[src/rtl/shift_8_multi_read.sv]
// ============================================================================
// Module   : shift_8_multi_read
// Brief    : 8-stage word shift register with one addressed read port and
//            fixed taps p2..p7. Macro SHIFT8_RD_REG_EN registers rd_data.
// Revision : 1.0 - initial release
// ============================================================================
`default_nettype none

module shift_8_multi_read #(
  parameter int WIDTH  = 32,
  parameter int DEPTH  = 8,
  parameter int ADDR_W = 7
) (
  input  logic              clk,
  input  logic              rst_n,
  input  logic              write_en,
  input  logic [ADDR_W-1:0] addr,
  input  logic [WIDTH-1:0]  wr_data,
  output logic [WIDTH-1:0]  rd_data,
  output logic [WIDTH-1:0]  p2,
  output logic [WIDTH-1:0]  p3,
  output logic [WIDTH-1:0]  p4,
  output logic [WIDTH-1:0]  p5,
  output logic [WIDTH-1:0]  p6,
  output logic [WIDTH-1:0]  p7
);

  localparam int c_IDX_W = $clog2(DEPTH);

  logic [WIDTH-1:0] r_mem [0:DEPTH-1];
  logic             w_in_range;
  logic [WIDTH-1:0] w_rd_data;

  always_ff @(posedge clk) begin
    if (!rst_n) begin
      for (int i = 0; i < DEPTH; i++) begin
        r_mem[i] <= '0;
      end
    end else if (write_en) begin
      r_mem[0] <= wr_data;
      for (int i = 1; i < DEPTH; i++) begin
        r_mem[i] <= r_mem[i-1];
      end
    end
  end

  // Out-of-range addresses read as zero rather than aliasing onto a stage.
  assign w_in_range = (addr < ADDR_W'(DEPTH));
  assign w_rd_data  = w_in_range ? r_mem[addr[c_IDX_W-1:0]] : '0;

`ifdef SHIFT8_RD_REG_EN
  logic [WIDTH-1:0] r_rd_data;

  always_ff @(posedge clk) begin
    if (!rst_n) begin
      r_rd_data <= '0;
    end else begin
      r_rd_data <= w_rd_data;
    end
  end

  assign rd_data = r_rd_data;
`else
  assign rd_data = w_rd_data;
`endif

  assign p2 = r_mem[2];
  assign p3 = r_mem[3];
  assign p4 = r_mem[4];
  assign p5 = r_mem[5];
  assign p6 = r_mem[6];
  assign p7 = r_mem[7];

endmodule

`default_nettype wire

[config.mk]
export PLATFORM = sky130hd
export DESIGN_NAME = shift_8_multi_read
export DESIGN_NICKNAME = d
export VERILOG_FILES = /design/src/rtl/shift_8_multi_read.sv
export SDC_FILE = /design/constraint.sdc
export NUM_CORES = 1
export LEC_CHECK = 0
export ABC_AREA = 1
export ABC_CLOCK_PERIOD_IN_PS = 16650
export BUFFER_PORTS_ARGS = -buffer_cell sky130_fd_sc_hd__buf_2
export CAP_MARGIN = 15
export CORE_ASPECT_RATIO = 1.75
export CORE_MARGIN = 10
export CORE_UTILIZATION = 30
export CTS_CLUSTER_SIZE = 12
export DETAILED_ROUTE_END_ITERATION = 10
export PLACE_DENSITY = 0.46
export RECOVER_POWER = 25
export SLEW_MARGIN = 20
export SYNTH_ARGS = -nofsm -noshare
export SYNTH_HDL_FRONTEND = slang
export SYNTH_SLANG_ARGS = --single-unit
[constraint.sdc]
create_clock -name clk -period 16.65 [get_ports clk]
set_input_delay 0.8325 -clock clk [delete_from_list [all_inputs] [get_ports clk]]
set_output_delay 0.8325 -clock clk [all_outputs]
set_load 0.01 [all_outputs]
==> reports/qor.json, run 1 <==
{
  "sta": {
    "fmax_mhz": 186,
    "timing.slew.headroom_pct": -121,
    "worst-slew-pin-transition_ns": 3.32,
    "hold_violations": 0,
    "rsz0062_at_grt": "no",
    "setup_violators_final": 0,
    "layout_worst_path_cycle_share_pct": 32.3,
    "min_period_ns": 5.38,
    "drv_slew": 67,
    "finalSetupTns_ns": 0,
    "fin_skew_ns": 0.0111,
    "holdWs_ns": 0.550
  },
  "clock_network": {
    "cts-root-buf": "clkbuf_16",
    "tritoncts.num_buffers": 26,
    "post-cts-setup-buffers": 0,
    "cts_tree": "built",
    "cts_hold_buffers": 0,
    "clock_slew_seen_by_the_registers_of_the_worst_setup_and_hold_paths_ns": 0.06,
    "worst_skew_pair.late_latency_ns": 0.54,
    "htree_num_levels": 1,
    "cts_repair_resize_count": 0,
    "numClockSinks": 256,
    "cts_max_path_buffers": 3
  },
  "power": {
    "power_internal_mw": 1.10,
    "finalPower_mw": 1.51,
    "p_sw_share_pct": 26.7,
    "power_per_cell_area_mw_per_mm2": 100,
    "share_seq_of_total_power_pct": 52.0,
    "max-vdd-ir-drop_mv": 0.0565,
    "pwr-share-comb_pct": 12.3,
    "switching_power_mw": 0.402,
    "pwr-share-clk_pct": 35.7,
    "power.leakage_nw": 7.35
  },
  "worst_setup_path": {
    "startpoint_type": "primary input",
    "worst-r2r-cell-count": 2,
    "crit_top_cell": "buf_4",
    "timing.reg2reg.setup_slack_ns": 15.73,
    "critical_path_peak_fanout": 71,
    "crit_path_cell_trace": "buf_2 > clkbuf_1 > nand2_4 > buf_4 > buf_4 > nor2_1",
    "worst_r2r_startpoint": "r_mem[2][2]$_SDFFCE_PN0P_",
    "family_with_the_most_delay_on_the_worst_path": "buffers and inverters",
    "cp.arrival_ns": 5.76,
    "reg2reg_to": "r_mem[3][2]$_SDFFCE_PN0P_",
    "endpoint_kind": "flip-flop",
    "worst_ep_required_ns": 17.03,
    "cp_num_buf_inv": 4,
    "worstSetupPathType": "primary input to flip-flop",
    "cp_slowest_stage_delay_ns": 2.34,
    "critical-path-slowest-cell": "clkbuf_1"
  },
  "yosys": {
    "post_synth.cell_area_avg_um2": 8.45,
    "synth_cell_type_count": 10,
    "yosysTopAreaCell": "edfxtp_1",
    "mappedNetlistNets": 1536,
    "netlist_top_cells_area": "edfxtp_1 61%, nand2_1 11%, inv_1 11%",
    "synth-seq-area-share_pct": 60.9,
    "post_synth_instance_area_mm2": 0.0126,
    "total_of_flip_flops_plus_latches_after_synthesis": 256,
    "netlist_instances": 1494,
    "synth_top_cell_area_share_pct": 60.9,
    "yosysWarningCount": 0
  },
  "placement": {
    "port_buffers": 265,
    "place.detailed.hpwl_mm": 26.7,
    "globalplace.congestion": 0.843,
    "placed_cell_area_mm2": 0.0144
  },
  "drt": {
    "drt-wirelength-per-cell_um": 17.3,
    "vias": 9626,
    "first_iter_violations": 825,
    "drt_pre_antenna_iters": 5,
    "drc_errors": 0,
    "vias_per_cell": 4.21,
    "final_antenna_net_count": 0,
    "routed_wire_length_mm": 39.7
  },
  "grt": {
    "grt_start_max_net_pins": 92,
    "grt_first_pass_wirelength_mm": 60.5,
    "number_of_antenna_violations_at_the_first_check_in_global_routing": 0,
    "global_route_usage_sum_pct": 15.1,
    "first_global_vias": 9593,
    "gr-total-overflow": 0
  },
  "cells_and_area": {
    "largest_register_ff_count": 256,
    "fin_util_pct": 36.0,
    "areaGrowthSynthToFinish_pct": 18.7,
    "largest_registers": "r_mem x256",
    "final_nets": 1763,
    "mostFrequentLayoutCell": "nand2_1",
    "layout-drive-gt1-share_pct": 11.0,
    "most-common-layout-cells": "384 x nand2_1, 353 x inv_1, 257 x nor2_1",
    "fin_area_mm2": 0.0150,
    "n_fill_cell": 4492,
    "most_flop_heavy_register": "r_mem"
  },
  "die": {
    "die_boundary_width_um": 175,
    "height_of_the_die_um": 291,
    "core_mm2": 0.0416,
    "cell_row_count": 99,
    "effective_utilization_at_floorplan_pct": 30.3,
    "top_level_ports": 266,
    "design.die.area_mm2": 0.0510
  },
  "worst_hold_path": {
    "min-delay-path-class": "flip-flop to flip-flop",
    "hold_path_startpoint": "r_mem[1][29]$_SDFFCE_PN0P_",
    "min_to": "r_mem[2][29]$_SDFFCE_PN0P_",
    "whs_path_depth": 2
  },
  "job": {
    "max_cap_violations": 1
  },
  "outcome": {
    "run_status": "finished, violations left",
    "violations": "capacitance limit, slew limit"
  }
}
[synthesized netlist by cell type]
master and number:
nand2_1 386, buf_1 5, nor2_1 257, buf_2 62
clkbuf_1 12, inv_1 354, inv_2 1, edfxtp_1 256
nand3_1 160, nor3b_2 1
[worst max path at each step]
stage / cells past startpoint / endpoint / startpoint
floorplan: 3 / r_mem[0][0]$_SDFFCE_PN0P_ / rst_n
finish: 6 / r_mem[4][14]$_SDFFCE_PN0P_ / rst_n
global placement: 9 / rd_data[0] / addr[0]
detailed placement: 9 / rd_data[0] / addr[0]
global route: 6 / r_mem[4][14]$_SDFFCE_PN0P_ / rst_n
CTS: 9 / rd_data[0] / addr[0]
[power groups by stage]
| stage | clock, mW | combinational [mW] | sequential [mW] |
|---|---|---|---|
| 2_1_floorplan | 0 | 0.0998 | 0.812 |
| 3_3_place_gp | 0 | 0.192 | 0.796 |
| 6_report | 0.537 | 0.185 | 0.783 |
| 4_1_cts | 0.558 | 0.193 | 0.783 |
| 5_1_grt | 0.577 | 0.212 | 0.788 |
| 3_5_place_dp | 0 | 0.192 | 0.797 |
[cell type report]
| type | count | area, um2 | share of cell area, % |
|---|---|---|---|
| clock buffers | 35 | 706 | 4.71 |
| well taps | 555 | 694 | 4.63 |
| inverters | 355 | 1340 | 8.91 |
| diodes | 1 | 2.50 | 0.0167 |
| repair buffers | 278 | 1290 | 8.62 |
| flip-flops and latches | 256 | 7690 | 51.3 |
| clock inverters | 4 | 20.0 | 0.134 |
| multi-input cells | 804 | 3250 | 21.7 |
[per-stage QoR]
stage          std cells  setup WS, ns
2_1_floorplan       1494          9.21
3_3_place_gp        2247         12.43
3_5_place_dp        2247         12.39
4_1_cts             2286         12.38
5_1_grt             2287         10.69
6_report            2288         11.27
[layer usage]
layer  routed length (um)  track usage (%)
met5                    0                0
met4                 1350             5.60
met3                 2690             3.37
met2                17800             23.3
met1                17900             20.3
[kinds of logic (layout without fill, tap and decap cells)]
logic type	after synthesis	in the layout	synth area share [%]
buffers and inverters	434	672	13.5
AND/OR/NAND/NOR	804	804	25.6
flip-flops	256	256	60.9
other	0	1	0
[worst reg2reg max path, cell delays in order, from the launching register on]
cell and delay, ns:
edfxtp_1 0.49, inv_1 0.11, nor2_1 0.05
No activity file was read; power rests on OpenSTA's default activity.
==> inputs of run 2 (changes only) <==
--- a/config.mk
+++ b/config.mk
@@ -6,7 +6,7 @@
 export NUM_CORES = 1
 export LEC_CHECK = 0
 export ABC_AREA = 1
-export ABC_CLOCK_PERIOD_IN_PS = 16650
+export ABC_CLOCK_PERIOD_IN_PS = 4700
 export BUFFER_PORTS_ARGS = -buffer_cell sky130_fd_sc_hd__buf_2
 export CAP_MARGIN = 15
 export CORE_ASPECT_RATIO = 1.75
@@ -14,7 +14,7 @@
 export CORE_UTILIZATION = 30
 export CTS_CLUSTER_SIZE = 12
 export DETAILED_ROUTE_END_ITERATION = 10
-export PLACE_DENSITY = 0.46
+export PLACE_DENSITY = 0.48
 export RECOVER_POWER = 25
 export SLEW_MARGIN = 20
 export SYNTH_ARGS = -nofsm -noshare
==> constraint.sdc (replaced) <==
create_clock -name clk -period 4.7 [get_ports clk]
set_input_delay 0.235 -clock clk [delete_from_list [all_inputs] [get_ports clk]]
set_output_delay 0.235 -clock clk [all_outputs]
set_load 0.01 [all_outputs]
==> run 2 against run 1 <==
The flow still finishes with violations (capacitance limit, slew limit). Combinational power rose to 3.7 times the previous value. Via count is 2.5% higher. Final cell count up 1.3%. Sequential power grew to 3.6 times the previous value. Flip-flop and latch count did not move. Clock skew increased by 0.0014 ns. Register-to-register slack worse by 12 ns. Sequential share of layout area is 1.1 points lower. Power grew to 3.6 times the previous value. Critical path depth up 3. Global-route usage grew 0.10 points. Largest power group unchanged.
==> reports/qor.json, run 2 (synthesized netlist as in run 1, its figures left out) <==
{
  "power": {
    "max-vdd-ir-drop_mv": 0.212,
    "p_sw_share_pct": 26.8,
    "pwr-share-clk_pct": 35.6,
    "share_seq_of_total_power_pct": 51.7,
    "finalPower_mw": 5.37,
    "power.leakage_nw": 7.67,
    "power_per_cell_area_mw_per_mm2": 351,
    "switching_power_mw": 1.44,
    "pwr-share-comb_pct": 12.8,
    "power_internal_mw": 3.93
  },
  "worst_setup_path": {
    "cp_slowest_stage_delay_ns": 0.65,
    "critical-path-slowest-cell": "buf_4",
    "worst-r2r-cell-count": 2,
    "endpoint_kind": "primary output",
    "worst_ep_required_ns": 4.47,
    "cp.arrival_ns": 2.81,
    "critical_path_peak_fanout": 91,
    "startpoint_type": "primary input",
    "crit_path_cell_trace": "buf_4 > inv_4 > buf_4 > nand2_1 > nand3_1 > nand3_1 > nand2_1 > nor2_1 > buf_2",
    "worstSetupPathType": "primary input to primary output"
  },
  "cells_and_area": {
    "diodes": 0,
    "areaGrowthSynthToFinish_pct": 21.5,
    "most_flop_heavy_register": "r_mem",
    "mostFrequentLayoutCell": "nand2_1",
    "largest_registers": "r_mem x256",
    "multi_input_logic_area_mm2": 0.00325,
    "register_area_mm2": 0.00769,
    "n_fill_cell": 4432,
    "final_nets": 1792,
    "most-common-layout-cells": "385 x nand2_1, 353 x inv_1, 257 x nor2_1",
    "layout-drive-gt1-share_pct": 14.2,
    "largest_register_ff_count": 256,
    "fin_area_mm2": 0.0153
  },
  "clock_network": {
    "cts_tree": "built",
    "cts_hold_buffers": 26,
    "htree_num_levels": 1,
    "cts_max_path_buffers": 3,
    "post-cts-setup-buffers": 0,
    "worst_skew_pair.late_latency_ns": 0.54,
    "cts-root-buf": "clkbuf_16",
    "tritoncts.num_buffers": 27,
    "numClockSinks": 256,
    "cts_repair_resize_count": 0,
    "clock_slew_seen_by_the_registers_of_the_worst_setup_and_hold_paths_ns": 0.06
  },
  "drt": {
    "top_layer_used": "met4",
    "wl_met1_mm": 17.5,
    "detailroute.wirelength.met2_mm": 18.7,
    "vias": 9863,
    "vias_per_cell": 4.25,
    "drt_pre_antenna_iters": 8,
    "met3_routed_wirelength_mm": 2.68,
    "first_iter_violations": 827,
    "drt-wirelength-per-cell_um": 17.5,
    "drc_errors": 0,
    "final_antenna_net_count": 0,
    "routed_wire_length_mm": 40.5
  },
  "sta": {
    "finalSetupTns_ns": 0,
    "worst-slew-pin-transition_ns": 2.34,
    "rsz0062_at_grt": "no",
    "hold_violations": 0,
    "fmax_mhz": 329,
    "timing.slew.headroom_pct": -56.1,
    "setup_violators_final": 0,
    "fin_skew_ns": 0.0125,
    "layout_worst_path_cycle_share_pct": 64.7,
    "min_period_ns": 3.04,
    "drv_slew": 62
  },
  "die": {
    "design.die.area_mm2": 0.0510,
    "top_level_ports": 266,
    "core_mm2": 0.0416,
    "die_boundary_width_um": 175,
    "effective_utilization_at_floorplan_pct": 30.3,
    "height_of_the_die_um": 291,
    "cell_row_count": 99
  },
  "placement": {
    "globalplace.congestion": 0.910,
    "place.detailed.hpwl_mm": 28.2,
    "port_buffers": 265,
    "placed_cell_area_mm2": 0.0144
  },
  "outcome": {
    "run_status": "finished, violations left",
    "violations": "capacitance limit, slew limit"
  },
  "grt": {
    "gr-total-overflow": 0,
    "grt_start_max_net_pins": 100,
    "first_global_vias": 9655,
    "grt_first_pass_wirelength_mm": 60.8,
    "number_of_antenna_violations_at_the_first_check_in_global_routing": 0,
    "global_route_usage_sum_pct": 15.2
  },
  "worst_hold_path": {
    "whs_path_depth": 3,
    "min-delay-path-class": "primary input to flip-flop"
  },
  "job": {
    "max_cap_violations": 1
  }
}
run 2: critical path: cells and delay by family:
kind | cells | cell delay (ns)
and+or+nand+nor | 5 | 0.56
buffers and inverters | 4 | 1.91
run 2: layout make-up:
class / instances / area share, %
Tap cell: 555 / 4.53
Timing Repair Buffer: 306 / 10.6
Inverter: 355 / 8.71
Sequential cell: 256 / 50.2
Multi-Input combinational cell: 804 / 21.2
Clock buffer: 33 / 4.55
Clock inverter: 9 / 0.269
run 2: path summary, 6_finish.rpt:
kind	startpoint	end	slack, ns
worst min register to register	r_mem[0][26]$_SDFFCE_PN0P_	r_mem[1][26]$_SDFFCE_PN0P_	0.55
worst max-delay path	addr[0]	rd_data[8]	1.66
worst max register to register	r_mem[3][31]$_SDFFCE_PN0P_	r_mem[4][31]$_SDFFCE_PN0P_	3.74
worst min-delay path	wr_data[14]	r_mem[0][14]$_SDFFCE_PN0P_	0.03
run 2: power groups by stage:
stage	sequential (mW)	clock, mW	combinational [mW]
after floorplan	2.86	0	0.354
after global placement	2.82	0	0.690
after detailed placement	2.82	0	0.691
after CTS	2.78	1.98	0.711
after global routing	2.79	2.06	0.779
final	2.78	1.91	0.686
run 2: stage by stage:
step,hold WS [ns],cells,setup slack (ns),utilization (%)
6_report,0.0294,2318,1.66,36.8
3_3_place_gp,0.529,2250,1.67,34.6
4_1_cts,0.00555,2318,1.64,37.0
2_1_floorplan,0.443,1494,0.509,-
3_5_place_dp,0.536,2250,1.65,34.6
5_1_grt,0.0445,2318,1.48,36.8
run 2: layer usage:
layer  vias to the layer above  track usage, %
met1                      4478            19.1
met4                         0            6.74
li1                       5011               -
met3                        65            3.80
met2                       309            24.2
met5                         -               0
